===== config.mk =====
export PLATFORM = sky130hd
export DESIGN_NAME = game_round_scheduler
export DESIGN_NICKNAME = d
export VERILOG_FILES = /design/src/rtl/game_round_scheduler.sv
export SDC_FILE = /design/constraint.sdc
export NUM_CORES = 1
export LEC_CHECK = 0
export CAP_MARGIN = 40
export CELL_PAD_IN_SITES_DETAIL_PLACEMENT = 2
export CELL_PAD_IN_SITES_GLOBAL_PLACEMENT = 2
export CORE_AREA = 2 2 112 114
export CTS_CLUSTER_DIAMETER = 80
export CTS_CLUSTER_SIZE = 20
export DETAILED_ROUTE_END_ITERATION = 8
export DIE_AREA = 0 0 114 116
export GPL_TIMING_DRIVEN = 0
export PLACE_DENSITY = 0.81
export SLEW_MARGIN = 20
export SYNTH_ARGS = -nofsm -noshare
export SYNTH_HDL_FRONTEND = slang
export SYNTH_SLANG_ARGS = --single-unit
export TNS_END_PERCENT = 30

===== constraint.sdc =====
create_clock -name clk -period 4.76 [get_ports clk]
set_input_delay 0.714 -clock clk [delete_from_list [all_inputs] [get_ports clk]]
set_output_delay 0.714 -clock clk [all_outputs]
set_load 0.005 [all_outputs]

===== src/rtl/game_round_scheduler.sv =====
// game_round_scheduler
//   Sequences the rounds of the reaction game. Each round waits a randomised
//   delay, then opens a timed window on one target LED and records a hit or
//   a miss. The window shortens as the hit count rises. After ROUNDS rounds
//   the game ends and waits for another start.
//
// Ports
//   clk           system clock
//   reset         synchronous, active-high reset
//   start         raw start/abort button level (rising edge used)
//   ms_tick       one-cycle pulse every millisecond
//   random_value  random LED index, may be >= LED_NUM
//   random_delay  random delay component in ms
//   hit           one-cycle pulse: player matched the target LED
//   led_index     target LED of the current round, always < LED_NUM
//   led_valid     high only while the window is open
//   window_ms     window length applied to the current/next round
//   round_count   completed rounds this game
//   hit_count     hits this game
//   level         difficulty level
//   round_done    one-cycle pulse when a round completes
//   busy          high while a game is in progress
//   game_over     high once all rounds are played
module game_round_scheduler #(
    parameter int MAX_MS         = 2047,
    parameter int LED_NUM        = 18,
    parameter int ROUNDS         = 10,
    parameter int MIN_DELAY_MS   = 500,
    parameter int BASE_WINDOW_MS = 1000,
    parameter int WINDOW_STEP_MS = 125,
    parameter int MIN_WINDOW_MS  = 250,
    localparam int CW            = $clog2(MAX_MS),
    localparam int IW            = $clog2(LED_NUM)
) (
    input  logic          clk,
    input  logic          reset,
    input  logic          start,
    input  logic          ms_tick,
    input  logic [IW-1:0] random_value,
    input  logic [9:0]    random_delay,
    input  logic          hit,
    output logic [IW-1:0] led_index,
    output logic          led_valid,
    output logic [CW-1:0] window_ms,
    output logic [3:0]    round_count,
    output logic [3:0]    hit_count,
    output logic [2:0]    level,
    output logic          round_done,
    output logic          busy,
    output logic          game_over
);

    typedef enum logic [2:0] {
        S_IDLE,
        S_ARM,
        S_WAIT,
        S_WINDOW,
        S_SCORE,
        S_MISS,
        S_DONE
    } state_t;

    state_t        state;
    logic          start_q;
    logic [CW-1:0] delay_cnt;
    logic [CW-1:0] win_cnt;

    logic          start_edge;
    logic [3:0]    rc_inc;
    logic [3:0]    hc_inc;
    logic [2:0]    lvl_inc;

    // Window length for a level, computed signed so a large level clamps to
    // the floor instead of wrapping.
    function automatic logic [CW-1:0] window_for(input logic [2:0] lv);
        int w;
        w = BASE_WINDOW_MS - int'(lv) * WINDOW_STEP_MS;
        if (w < MIN_WINDOW_MS)
            w = MIN_WINDOW_MS;
        return CW'(w);
    endfunction

    assign start_edge = start & ~start_q;
    assign rc_inc     = round_count + 4'd1;
    assign hc_inc     = (hit_count == 4'hF) ? 4'hF : hit_count + 4'd1;
    // hit_count is 4 bits, so hit_count>>1 never exceeds 7.
    assign lvl_inc    = hc_inc[3:1];

    always_ff @(posedge clk) begin
        if (reset) begin
            state       <= S_IDLE;
            start_q     <= 1'b0;
            delay_cnt   <= '0;
            win_cnt     <= '0;
            led_index   <= '0;
            led_valid   <= 1'b0;
            window_ms   <= CW'(BASE_WINDOW_MS);
            round_count <= '0;
            hit_count   <= '0;
            level       <= '0;
            round_done  <= 1'b0;
            busy        <= 1'b0;
            game_over   <= 1'b0;
        end else begin
            start_q    <= start;
            round_done <= 1'b0;

            case (state)
                S_IDLE, S_DONE: begin
                    if (start_edge) begin
                        round_count <= '0;
                        hit_count   <= '0;
                        level       <= '0;
                        window_ms   <= CW'(BASE_WINDOW_MS);
                        busy        <= 1'b1;
                        game_over   <= 1'b0;
                        state       <= S_ARM;
                    end
                end

                S_ARM: begin
                    delay_cnt <= CW'(MIN_DELAY_MS) + CW'(random_delay);
                    // A single subtraction suffices: random_value < 2*LED_NUM.
                    led_index <= (int'(random_value) >= LED_NUM)
                                 ? random_value - IW'(LED_NUM) : random_value;
                    state     <= S_WAIT;
                end

                S_WAIT: begin
                    if (start_edge) begin
                        busy  <= 1'b0;
                        state <= S_IDLE;
                    end else if (ms_tick) begin
                        if (delay_cnt == CW'(1)) begin
                            win_cnt   <= window_ms;
                            led_valid <= 1'b1;
                            state     <= S_WINDOW;
                        end else begin
                            delay_cnt <= delay_cnt - CW'(1);
                        end
                    end
                end

                S_WINDOW: begin
                    if (start_edge) begin
                        led_valid <= 1'b0;
                        busy      <= 1'b0;
                        state     <= S_IDLE;
                    end else if (hit) begin
                        // Checked before the tick: a hit on the expiring tick scores.
                        led_valid <= 1'b0;
                        state     <= S_SCORE;
                    end else if (ms_tick) begin
                        if (win_cnt == CW'(1)) begin
                            led_valid <= 1'b0;
                            state     <= S_MISS;
                        end else begin
                            win_cnt <= win_cnt - CW'(1);
                        end
                    end
                end

                S_SCORE, S_MISS: begin
                    if (state == S_SCORE) begin
                        hit_count <= hc_inc;
                        level     <= lvl_inc;
                        window_ms <= window_for(lvl_inc);
                    end
                    round_count <= rc_inc;
                    round_done  <= 1'b1;
                    if (rc_inc == 4'(ROUNDS)) begin
                        busy      <= 1'b0;
                        game_over <= 1'b1;
                        state     <= S_DONE;
                    end else begin
                        state <= S_ARM;
                    end
                end

                default: begin
                    led_valid <= 1'b0;
                    busy      <= 1'b0;
                    state     <= S_IDLE;
                end
            endcase
        end
    end

endmodule


Word level (Yosys, flattened, before mapping)
Cells that the tools add are included.
Widths: inputs -> output; s select.

word-level totals
  logic and storage cells = 119
  input port bits = 20
  output and inout bits = 31
  memory bits (writable) = 0
  latch bits = 0
  memories = 0
  memory bits (read-only) = 0
  flip-flop bits (word level) = 57

cells by class
  add/subtract/negate cells = 7
  equality and inequality tests = 26
  bitwise logic cells = 4
  multiply operators = 1
  muxes and demuxes = 50
  divide/modulo/power cells = 0
  shift-type cells = 0
  $lt $le $gt $ge = 2
  reductions and logical operators = 16

operators by type and width
  kind                    count
  $mux 11                 13
  $pmux 11 s2             3
  $mux 3                  11
  $eq 11x1->1 const B     2
  $ne 2x2->1 const B      11
  $sub 11x1->11 const B   2
  $pmux 4 s2              2
  $pmux 3 s5              1
  $mux 1                  12
  $mux 4                  3
  $add 9x10->11 const A   1
  $lt 11x9->1 const B     1
  $sub 10x10->11 const A  1
  $mul 3x7->10 const B    1
  $eq 3x3->1 const B      3
  $add 4x1->4 const B     2
  $eq 4x4->1 const B      2
  $ne 4x4->1 const B      2
  $reduce_and 4->1        2
  $reduce_and 8->1        1
  $eq 3x2->1 const B      2
  $ne 3x3->1 const B      2
  $pmux 3 s2              1
  $reduce_and 3->1        2
  17 further kinds        23

Depth between registers and ports, before layout
  depth in word-level cells = 8
  depth in mapped cells = 16
  gate-level depth less buffers = 16

Worst setup path after synthesis
OpenSTA, ideal clock, no wires.

  path type = reg-to-reg
  start = register hit_count[0]
  end = register window_ms[2]
  slack = 553 ps
  path buffers = 0
  required time = 4690 ps
  setup time = 70 ps
  period minus slack after synthesis = 4207 ps
  arrival time = 4137 ps
  cell stages (with the launch flop) = 16
  cell sequence = dfxtp_1 > ha_1 > nand2b_1 > mux2i_1 > inv_1 > ha_1 > fa_1 > inv_1 > ha_1 > nor4bb_1 > a211o_1 > xnor2_1 > o31a_1 > ha_1 > or4_1 > a21oi_1

on the way
  cells in the longest elaborated chain, start to end = 8
  elaborated cells between the ends (all ways) = 9
  those cells by class = add/sub: 2; mul: 1; order compare: 1; eq/ne: 1; mux: 4

ends and longest elaborated chain
  what                                       RTL line  source
  from (decl)                                46        output logic [3:0] hit_count,
  from (signal assigned)                     165       hit_count <= hc_inc;
  $add 4x1->4 or $eq 4x4->1 (tied branches)  85        assign hc_inc = (hit_count == 4'hF) ? 4'hF : hit_count + 4'd1;
  $mux 4 *                                   85
  $mul 3x7->10 *                             77        w = BASE_WINDOW_MS - int'(lv) * WINDOW_STEP_MS;
  $sub 10x10->11 *                           77
  $lt 11x9->1                                78        if (w < MIN_WINDOW_MS)
  $mux 11 *                                  78
  $mux 11 *                                  164       if (state == S_SCORE) begin
  $pmux 11 s2 *                              108       case (state)
  to (signal assigned)                       97        window_ms <= CW'(BASE_WINDOW_MS);
  to (signal assigned)                       114       window_ms <= CW'(BASE_WINDOW_MS);
  to (signal assigned)                       167       window_ms <= window_for(lvl_inc);
  to (decl)                                  44        output logic [CW-1:0] window_ms,

Every way passes the cells marked *; elsewhere a longest branch is shown, timed or not. The select of a mux whose other input is x is not followed.
A chain may end at the register's enable or synchronous reset.

Worst setup path after layout
Ends and elaborated chain as after synthesis.

==> impl_metrics.json <==
{
  "status": "completed",
  "critPathSlowestCell": "sky130_fd_sc_hd__or4_1",
  "firstDrtPassIters": 4,
  "numClockSinks": 53,
  "fin_hold_ws_ns": 0.490,
  "critical_path_peak_fanout": 7,
  "grt_pass1_vias": 3890,
  "hold_violations": 0,
  "endpoint_kind": "flop",
  "p_per_area_mw_per_mm2": 427,
  "post_synth.cell_area_avg_um2": 7.99,
  "grt_max_degree": 18,
  "hold_buf_cts": 0,
  "final_cell_mix": "53 x sky130_fd_sc_hd__dfxtp_1, 50 x sky130_fd_sc_hd__clkdlybuf4s50_1, 46 x sky130_fd_sc_hd__a21oi_1",
  "yosys.area.top_type_share": 0.300,
  "cts_buffers": 5,
  "synthToLayoutAreaGrowth_pct": 24.6,
  "drt.antenna.violating_nets": 0,
  "grt_antenna_before_repair": 0,
  "worstHoldPathType": "flop to flop",
  "drt_iter0_drc": 122,
  "diodes": 0,
  "floorplan.die_area_mm2": 0.0132,
  "final_common_cell": "sky130_fd_sc_hd__dfxtp_1",
  "synth.largest_area_cell": "sky130_fd_sc_hd__dfxtp_1",
  "final_net_count": 550,
  "tightestPinTransition_ns": 0.720,
  "ys_top_cells_by_area": "sky130_fd_sc_hd__dfxtp_1 30%, sky130_fd_sc_hd__ha_1 8.9%, sky130_fd_sc_hd__a21oi_1 6.5%",
  "clockPowerShare": 0.208,
  "register_area_mm2": 0.00106,
  "syn-instance-count": 442,
  "slowest_stage_delay_cp_ns": 0.55,
  "die_height_um": 116,
  "io_buffers": 50,
  "depth_of_the_cts_h_tree": 2,
  "tot_pwr_mw": 1.88,
  "track_usage": 0.201,
  "gpl.final_weighted_congestion": 0.779,
  "min_period_over_period": 0.950,
  "finish.utilization": 0.369,
  "place_ws_ns": -0.124,
  "worst_slack_ns": 0.238,
  "chipWidth_um": 114,
  "critPathTopFamily": "adder cells",
  "viasPerCell": 5.51,
  "fmaxAchievable_mhz": 221,
  "cts_tree": "done",
  "totalWireLength_um": 12500,
  "final_period_minus_worst_setup_slack_ns": 4.52,
  "post_dp_cell_area_mm2": 0.00422,
  "post_route_cells_drive_above_1_share": 0.0616,
  "cp_common_cell": "sky130_fd_sc_hd__ha_1",
  "netlist-cell-type-count": 63,
  "place.detailed.hpwl_um": 9300,
  "switching_share": 0.437,
  "worst_setup_hold_path_clk_slew_ns": 0.08,
  "post_layout_inst_area_mm2": 0.00440,
  "synth-warning-count": 0,
  "netSwitchingPower_mw": 0.820,
  "final-setup-viol-count": 0,
  "num_vias": 3579,
  "synth_seq_cells": 53,
  "multi_input_comb_area_mm2": 0.00226,
  "post-route-drc-count": 0,
  "post_route_setup_tns_ns": 0,
  "p_int_mw": 1.06,
  "postSynthNetCount": 490,
  "async_sr_flop_fraction": 0,
  "nFillCells": 1385,
  "design.core.area_mm2": 0.0119,
  "crit_path_start_kind": "flop",
  "crit_arrival_ns": 4.75,
  "total_leakage_power_nw": 1.64,
  "placement_rows": 40,
  "post-place-cells": 640,
  "worst_hold_path.num_cells": 2,
  "clock_skew_ns": 0.00717,
  "max_capacitance_violation_count": 0,
  "ys_seq_area_frac": 0.300,
  "power_frac_comb": 0.479,
  "cp_num_buf_inv": 2,
  "ys_dominant_reg_cell": "sky130_fd_sc_hd__dfxtp_1",
  "cp_num_cells": 14,
  "worst_path_cell_trace": "ha_1 -> a31oi_2 -> inv_1 -> ha_1 -> fa_1 -> inv_1 -> ha_1 -> nor4bb_1 -> a211o_1 -> xnor2_1 -> o31a_1 -> ha_1 -> or4_1 -> a21oi_1",
  "sequential_power_share": 0.313,
  "peak_supply_drop_uv": 174,
  "start_util": 0.296,
  "cts_root_buffer": "sky130_fd_sc_hd__clkbuf_16",
  "synth_edf_count": 0,
  "slew-limit-headroom": 0.520,
  "grt_overflow": 0,
  "synth.cell_area_mm2": 0.00353,
  "grt_first_pass_wirelength_um": 20800,
  "finalMaxSlewViolations": 0,
  "final_cells": 650,
  "worstSkewPairLatency_ns": 0.31,
  "timing.setup.critical_path_class": "flop to flop",
  "clockBufferDepth": 2,
  "wire_per_inst_um": 19.3,
  "reg2reg_depth": 14,
  "worstPathRequired_ns": 4.99,
  "io_pins": 51
}
[power by group through the flow]
stage	combinational (mW)	sequential, mW	clock [mW]
after global routing	1.02	0.599	0.422
after floorplan	0.594	0.578	0
final	0.900	0.588	0.390
after detailed placement	0.888	0.596	0
after CTS	0.900	0.588	0.402
after global placement	0.837	0.591	0
[cell families (layout without fill, tap and decap cells)]
logic type | Yosys count | after routing | share of synthesized area
buffers and inverters | 54 | 115 | 0.0641
and+or+nand+nor | 156 | 156 | 0.242
AOI/OAI and AO/OA | 131 | 131 | 0.237
xor gates and xnor gates | 15 | 15 | 0.0372
adders and majority gates | 30 | 30 | 0.111
DFF | 53 | 53 | 0.300
muxes | 3 | 3 | 0.00850
[layer usage]
metal,global-route usage,part of all wire
met1,0.248,0.45
met2,0.355,0.50
met3,0.0424,0.033
met4,0.0537,0.016
met5,0,0
[area by class of cell]
| cell class | instances | area share |
|---|---|---|
| Timing Repair Buffer | 53 | 0.118 |
| Buffer | 27 | 0.0284 |
| Clock buffer | 5 | 0.0284 |
| Multi-Input combinational cell | 335 | 0.514 |
| Inverter | 27 | 0.0230 |
| Tap cell | 147 | 0.0418 |
| Clock inverter | 3 | 0.00483 |
| Sequential cell | 53 | 0.241 |
[repair_timing]
item                                    4_1_cts  5_1_grt
cloned                                        0        0
endpoints found under the setup margin        1        4
gates resized for setup                       2        1
buffers inserted                              0        2
[flip-flops by register name, indices dropped and copies added, names as in the netlist]
| signal | count |
|---|---|
| state | 3 |
| window_ms | 10 |
| led_valid | 1 |
| busy | 1 |
| hit_count | 4 |
| delay_cnt | 11 |
| win_cnt | 11 |
| led_index | 5 |
| round_count | 4 |
| round_done | 1 |
| game_over | 1 |
| start_q | 1 |
[worst min-delay path: stages, from the launching register on]
cell	delay [ns]
sky130_fd_sc_hd__dfxtp_1	0.32
sky130_fd_sc_hd__o21ai_0	0.07
sky130_fd_sc_hd__a21oi_1	0.06
[cell usage after synthesis, types with 5 or more instances]
cell                       number
sky130_fd_sc_hd__xnor2_1       12
sky130_fd_sc_hd__dfxtp_1       53
sky130_fd_sc_hd__nor3b_1        6
sky130_fd_sc_hd__a31oi_1        6
sky130_fd_sc_hd__a21oi_1       46
sky130_fd_sc_hd__o21ai_0       26
sky130_fd_sc_hd__nand2_1       31
sky130_fd_sc_hd__o32ai_1        5
sky130_fd_sc_hd__nor2_1        40
sky130_fd_sc_hd__a211oi_1       6
sky130_fd_sc_hd__nor3_1         9
sky130_fd_sc_hd__nand2b_1      15
sky130_fd_sc_hd__inv_1         27
sky130_fd_sc_hd__nor2b_1        8
sky130_fd_sc_hd__ha_1          25
sky130_fd_sc_hd__nand3_1       11
sky130_fd_sc_hd__a22oi_1        5
sky130_fd_sc_hd__buf_4          5
sky130_fd_sc_hd__clkbuf_1      17
[path summary, 6_finish.rpt]
path | startpoint | end | slack (ns)
setup / recovery | hit_count[0] | window_ms[2] | 0.24
hold / removal | led_index[4] | led_index[4] | 0.49
setup reg to reg | hit_count[0] | window_ms[2] | 0.24
hold reg to reg | led_index[4] | led_index[4] | 0.49
Power figures use the tool's default switching activity.
